==> config.mk <==
export PLATFORM = sky130hd
export DESIGN_NAME = gcd_engine
export DESIGN_NICKNAME = d
export VERILOG_FILES = /design/src/rtl/gcd_pkg.sv /design/src/rtl/gcd_step.sv /design/src/rtl/gcd_engine.sv
export SDC_FILE = /design/constraint.sdc
export NUM_CORES = 1
export LEC_CHECK = 0
export BUFFER_PORTS_ARGS = -buffer_cell sky130_fd_sc_hd__buf_2
export CORE_MARGIN = 8
export CORE_UTILIZATION = 60
export DETAILED_ROUTE_END_ITERATION = 7
export PLACE_DENSITY = 0.84
export SKIP_LAST_GASP = 1
export SLEW_MARGIN = 15
export SYNTH_ARGS = -nofsm -noshare
export SYNTH_HDL_FRONTEND = slang
export SYNTH_HIERARCHICAL = 1
export SYNTH_SLANG_ARGS = --single-unit
==> constraint.sdc <==
create_clock -name clk -period 3.4 [get_ports clk]
set_input_delay 0 -clock clk [delete_from_list [all_inputs] [get_ports clk]]
set_output_delay 0 -clock clk [all_outputs]
set_load 0.02 [all_outputs]
==> src/rtl/gcd_pkg.sv <==
// Shared width default and FSM state encoding for the GCD engine.
package gcd_pkg;

    localparam int GCD_W = 7;

    typedef enum logic [1:0] {
        IDLE = 2'd0,
        CALC = 2'd1,
        DONE = 2'd2
    } gcd_state_t;

endpackage

==> src/rtl/gcd_step.sv <==
// One Euclid subtraction step: subtract when a>=b, otherwise swap the operands.
module gcd_step
    import gcd_pkg::*;
#(
    parameter int W = GCD_W
) (
    input  logic [W-1:0] a,
    input  logic [W-1:0] b,
    output logic [W-1:0] a_nxt,
    output logic [W-1:0] b_nxt,
    output logic         b_zero
);

    always_comb begin
        b_zero = (b == '0);
        a_nxt  = a;
        b_nxt  = b;
        // a>=b guards the subtract, so the difference never wraps
        if (a >= b) begin
            a_nxt = a - b;
        end else begin
            a_nxt = b;
            b_nxt = a;
        end
    end

endmodule

==> src/rtl/gcd_engine.sv <==
// Iterative subtraction-based GCD with a valid/ready request port and a held result.
module gcd_engine
    import gcd_pkg::*;
#(
    parameter int W = GCD_W
) (
    input  logic         clk,
    input  logic         rst_n,
    input  logic         in_valid,
    output logic         in_ready,
    input  logic [W-1:0] A,
    input  logic [W-1:0] B,
    output logic         out_valid,
    output logic [W-1:0] GCD
);

    gcd_state_t   state_q, state_d;
    logic [W-1:0] a_q, b_q, gcd_q;
    logic [W-1:0] a_nxt, b_nxt;
    logic         b_zero;
    logic         accept;

    gcd_step #(.W(W)) u_step (
        .a      (a_q),
        .b      (b_q),
        .a_nxt  (a_nxt),
        .b_nxt  (b_nxt),
        .b_zero (b_zero)
    );

    assign accept = in_valid && in_ready;

    always_ff @(posedge clk or negedge rst_n) begin
        if (!rst_n) state_q <= IDLE;
        else        state_q <= state_d;
    end

    always_comb begin
        state_d = state_q;
        case (state_q)
            IDLE, DONE: if (in_valid) state_d = CALC;
            CALC:       if (b_zero)   state_d = DONE;
            default:    state_d = IDLE;
        endcase
    end

    // Operands and result; the result register only moves when a run finishes
    always_ff @(posedge clk or negedge rst_n) begin
        if (!rst_n) begin
            a_q   <= '0;
            b_q   <= '0;
            gcd_q <= '0;
        end else if (accept) begin
            a_q <= A;
            b_q <= B;
        end else if (state_q == CALC) begin
            if (b_zero) begin
                gcd_q <= a_q;
            end else begin
                a_q <= a_nxt;
                b_q <= b_nxt;
            end
        end
    end

    always_comb begin
        in_ready  = (state_q != CALC);
        out_valid = (state_q == DONE);
        GCD       = gcd_q;
    end

endmodule

==> impl_metrics.tcl <==
set metrics [dict create \
    yosysSeqAreaShare_pct 36.39 \
    min_period_over_period_pct 83.44 \
    grt_pass1_vias 1210 \
    grt_pass1_wl_mm 5.865 \
    hpwl_mm 2.652 \
    firstDrtPassIters 4 \
    drc 0 \
    powerDensity_nw_per_um2 1182 \
    cts_resized 0 \
    maxCapViolCount 0 \
    avgSynthCellArea_um2 11.63 \
    slowest_stage "a21oi_2" \
    syn_to_final_growth_pct 19.38 \
    grt_usage_pct 16.73 \
    clockBufferDepth 2 \
    worstPathMaxFanout 13 \
    layout_min_cycle_time_ps 2837 \
    finClkSkew_ps 9.244 \
    grt_antenna_before_repair 0 \
    grt_setup_unrepaired "no" \
    synthesis.area_um2 1582 \
    die_h_um 67.34 \
    first_iter_violations 89 \
    tightest_slew_ps 822.0 \
    wl_per_cell_um 17.26 \
    crit_path_end_kind "register" \
    fp.dieW_um 67.34 \
    hp-start "in_valid" \
    status "finished clean" \
    cts_inserted_buffers 3 \
    synth-seq-cells 23 \
    clock-root-buffer "clkbuf_4" \
    slew_headroom_pct 44.96 \
    drt-vias-per-instance 5.870 \
    htree_levels 1 \
    max_freq_mhz 352.5 \
    critPathBufInv 1 \
    drive_above_1_share_pct 37.85 \
    critical_path.top_delay_family "compound AO/OA/AOI/OAI gates" \
    clock_latency_ps 300 \
    num_rows 18 \
    holdBufCountCts 15 \
    wl_mm 3.572 \
    die_area_um2 4535 \
    vias 1215 \
    insertedDiodeCount 0 \
    r2r_start "a_q[0]" \
    core_um2 2500 \
    hold_viol 0 \
    power_leakage_nw 0.9446 \
    cp_data_required_time_ps 3610 \
    syn-num-nets 162 \
    ant_nets 0 \
    start_util_pct 63.26 \
    slew_violations 0 \
    setup_violations 0 \
    post-place-ws_ps 583.2 \
    post-route-util_pct 75.53 \
    hold_slack_ps 44.54 \
    clk_pin_slew_ps 130 \
    hold_path.class "in2reg" \
    path_class "reg2reg" \
    gp_congestion 1.026 \
    synth_warnings 6 \
    max_stage_delay_ps 640 \
    cts_tree "done" \
    synth_cell_types 40 \
    cts.sinks 23 \
    vdd_drop_max_mv 0.9056 \
    cp_cell_sequence "inv_1, ha_1, or2b_1, a31oi_1, o21ai_1, a21oi_2, mux2_2, or2b_1, o221a_2" \
    final_nets 204 \
    grt-ovfl-total 0 \
    postLayoutSetupSlackWorst_ps 563.1 \
    startpoint "a_q[0]" \
    grt_max_degree 24 \
    setup.worst_path.start_class "register" \
    critPathMostFrequentCell "or2b_1" \
    ios 26 \
    synthCells 136 \
    postCtsSetupBuffers 0 \
    worstPathArrival_ps 3050 \
    setup_tns_ps 0 \
    port_buffers 25 \
]
==> cell families after synthesis <==
logic type | count (synthesis) | synth area share [%]
multiplexers | 21 | 15.74
buffers and inverters | 17 | 6.092
XOR/XNOR | 3 | 1.662
AO/OA/AOI/OAI | 35 | 20.33
adder cells (fa/ha/maj) | 9 | 7.595
AND/OR/NAND/NOR | 28 | 12.18
flip-flops | 23 | 36.39
==> registers in the layout (all words and copies together), names as in the netlist <==
| register | cells |
|---|---|
| state_q | 2 |
| b_q | 7 |
| GCD | 7 |
| a_q | 7 |
==> Yosys cell counts, drive strengths merged <==
master / number / area share, %
nor3b: 1 / 0.79
a211oi: 1 / 0.47
ha: 8 / 6.3
o221a: 14 / 10
nor3: 1 / 0.32
nor4: 2 / 0.79
fa: 1 / 1.3
or2b: 2 / 0.95
nor2: 1 / 0.24
a21o: 3 / 1.4
a21oi: 5 / 2.1
a311o: 2 / 1.3
buf: 6 / 3.5
dfrtp: 23 / 36
a21boi: 1 / 1.2
xor2: 2 / 1.1
o21bai: 1 / 0.47
nand2: 1 / 0.24
nand2b: 14 / 5.7
mux2: 16 / 13
o21ai: 3 / 0.95
o22ai: 1 / 0.40
nand3: 1 / 0.32
a31oi: 1 / 0.40
inv: 11 / 2.6
nand4: 1 / 0.40
a21bo: 1 / 0.63
mux2i: 5 / 3.2
o21a: 1 / 0.47
nor2b: 3 / 1.2
xnor2: 1 / 0.55
nand3b: 1 / 1.3
o31a: 1 / 0.55
==> per-layer routing <==
metal / part of all wire [%] / GRT usage (%) / vias up
met3: 5.9 / 2.649 / 4
li1: - / - / 585
met2: 47 / 27.00 / 32
met4: 0.87 / 5.222 / 0
met1: 46 / 22.44 / 594
met5: 0 / 0 / -
==> worst min-delay path, cell delays in order <==
cell and delay [ps]:
buf_2 100, inv_1 120, o22ai_1 90
==> worst paths after layout <==
kind / end / slack (ps) / depth (start not counted)
max in group asynchronous: GCD[4] / 2870 / 2
min in group asynchronous: GCD[6] / 180 / 2
hold / removal: state_q[0] / 40 / 3
setup reg to reg: a_q[5] / 560 / 9
hold reg to reg: GCD[3] / 510 / 1
setup / recovery: a_q[5] / 560 / 9
==> stage by stage <==
step	instances	instance area, µm²	total power, mW
3_3_place_gp	188	1712	2.004
2_1_floorplan	136	1582	1.825
3_5_place_dp	188	1712	2.075
6_report	207	1888	2.231
5_1_grt	207	1888	2.406
4_1_cts	207	1888	2.216
==> cell usage in the layout (no fill, tap or decap), drive strengths merged <==
| master | Yosys | layout |
|---|---|---|
| o21ai | 3 | 3 |
| buf | 6 | 28 |
| nor2b | 3 | 3 |
| o31a | 1 | 1 |
| o22ai | 1 | 1 |
| ha | 8 | 8 |
| inv | 11 | 11 |
| a21o | 3 | 3 |
| nand2 | 1 | 1 |
| a21bo | 1 | 1 |
| clkbuf | 0 | 4 |
| o21a | 1 | 1 |
| nand2b | 14 | 14 |
| xnor2 | 1 | 1 |
| o221a | 14 | 14 |
| nor3b | 1 | 1 |
| mux2i | 5 | 5 |
| nand3 | 1 | 1 |
| nand4 | 1 | 1 |
| a211oi | 1 | 1 |
| a21boi | 1 | 1 |
| dlygate4sd3 | 0 | 15 |
| xor2 | 2 | 2 |
| nor4 | 2 | 2 |
| or2b | 2 | 2 |
| nor3 | 1 | 1 |
| a21oi | 5 | 5 |
| fa | 1 | 1 |
| mux2 | 16 | 16 |
| o21bai | 1 | 1 |
| nor2 | 1 | 1 |
| a31oi | 1 | 1 |
| nand3b | 1 | 1 |
| dfrtp | 23 | 23 |
| a311o | 2 | 2 |
==> power breakdown <==
part / switching [mW] / internal [mW]
combinational: 0.702 / 0.894
clock: 0.0787 / 0.0457
sequential: 0.119 / 0.391
total: 0.900 / 1.33
==> layout make-up <==
type                    instances  area, µm²
fillers                       162      611.8
clock buffers                   4      26.28
flip-flops and latches         23      575.6
multi-input cells              96      909.6
repair buffers                 43      297.8
well taps                      30      37.54
inverters                      11      41.29
(Power assumes the default switching activity.)
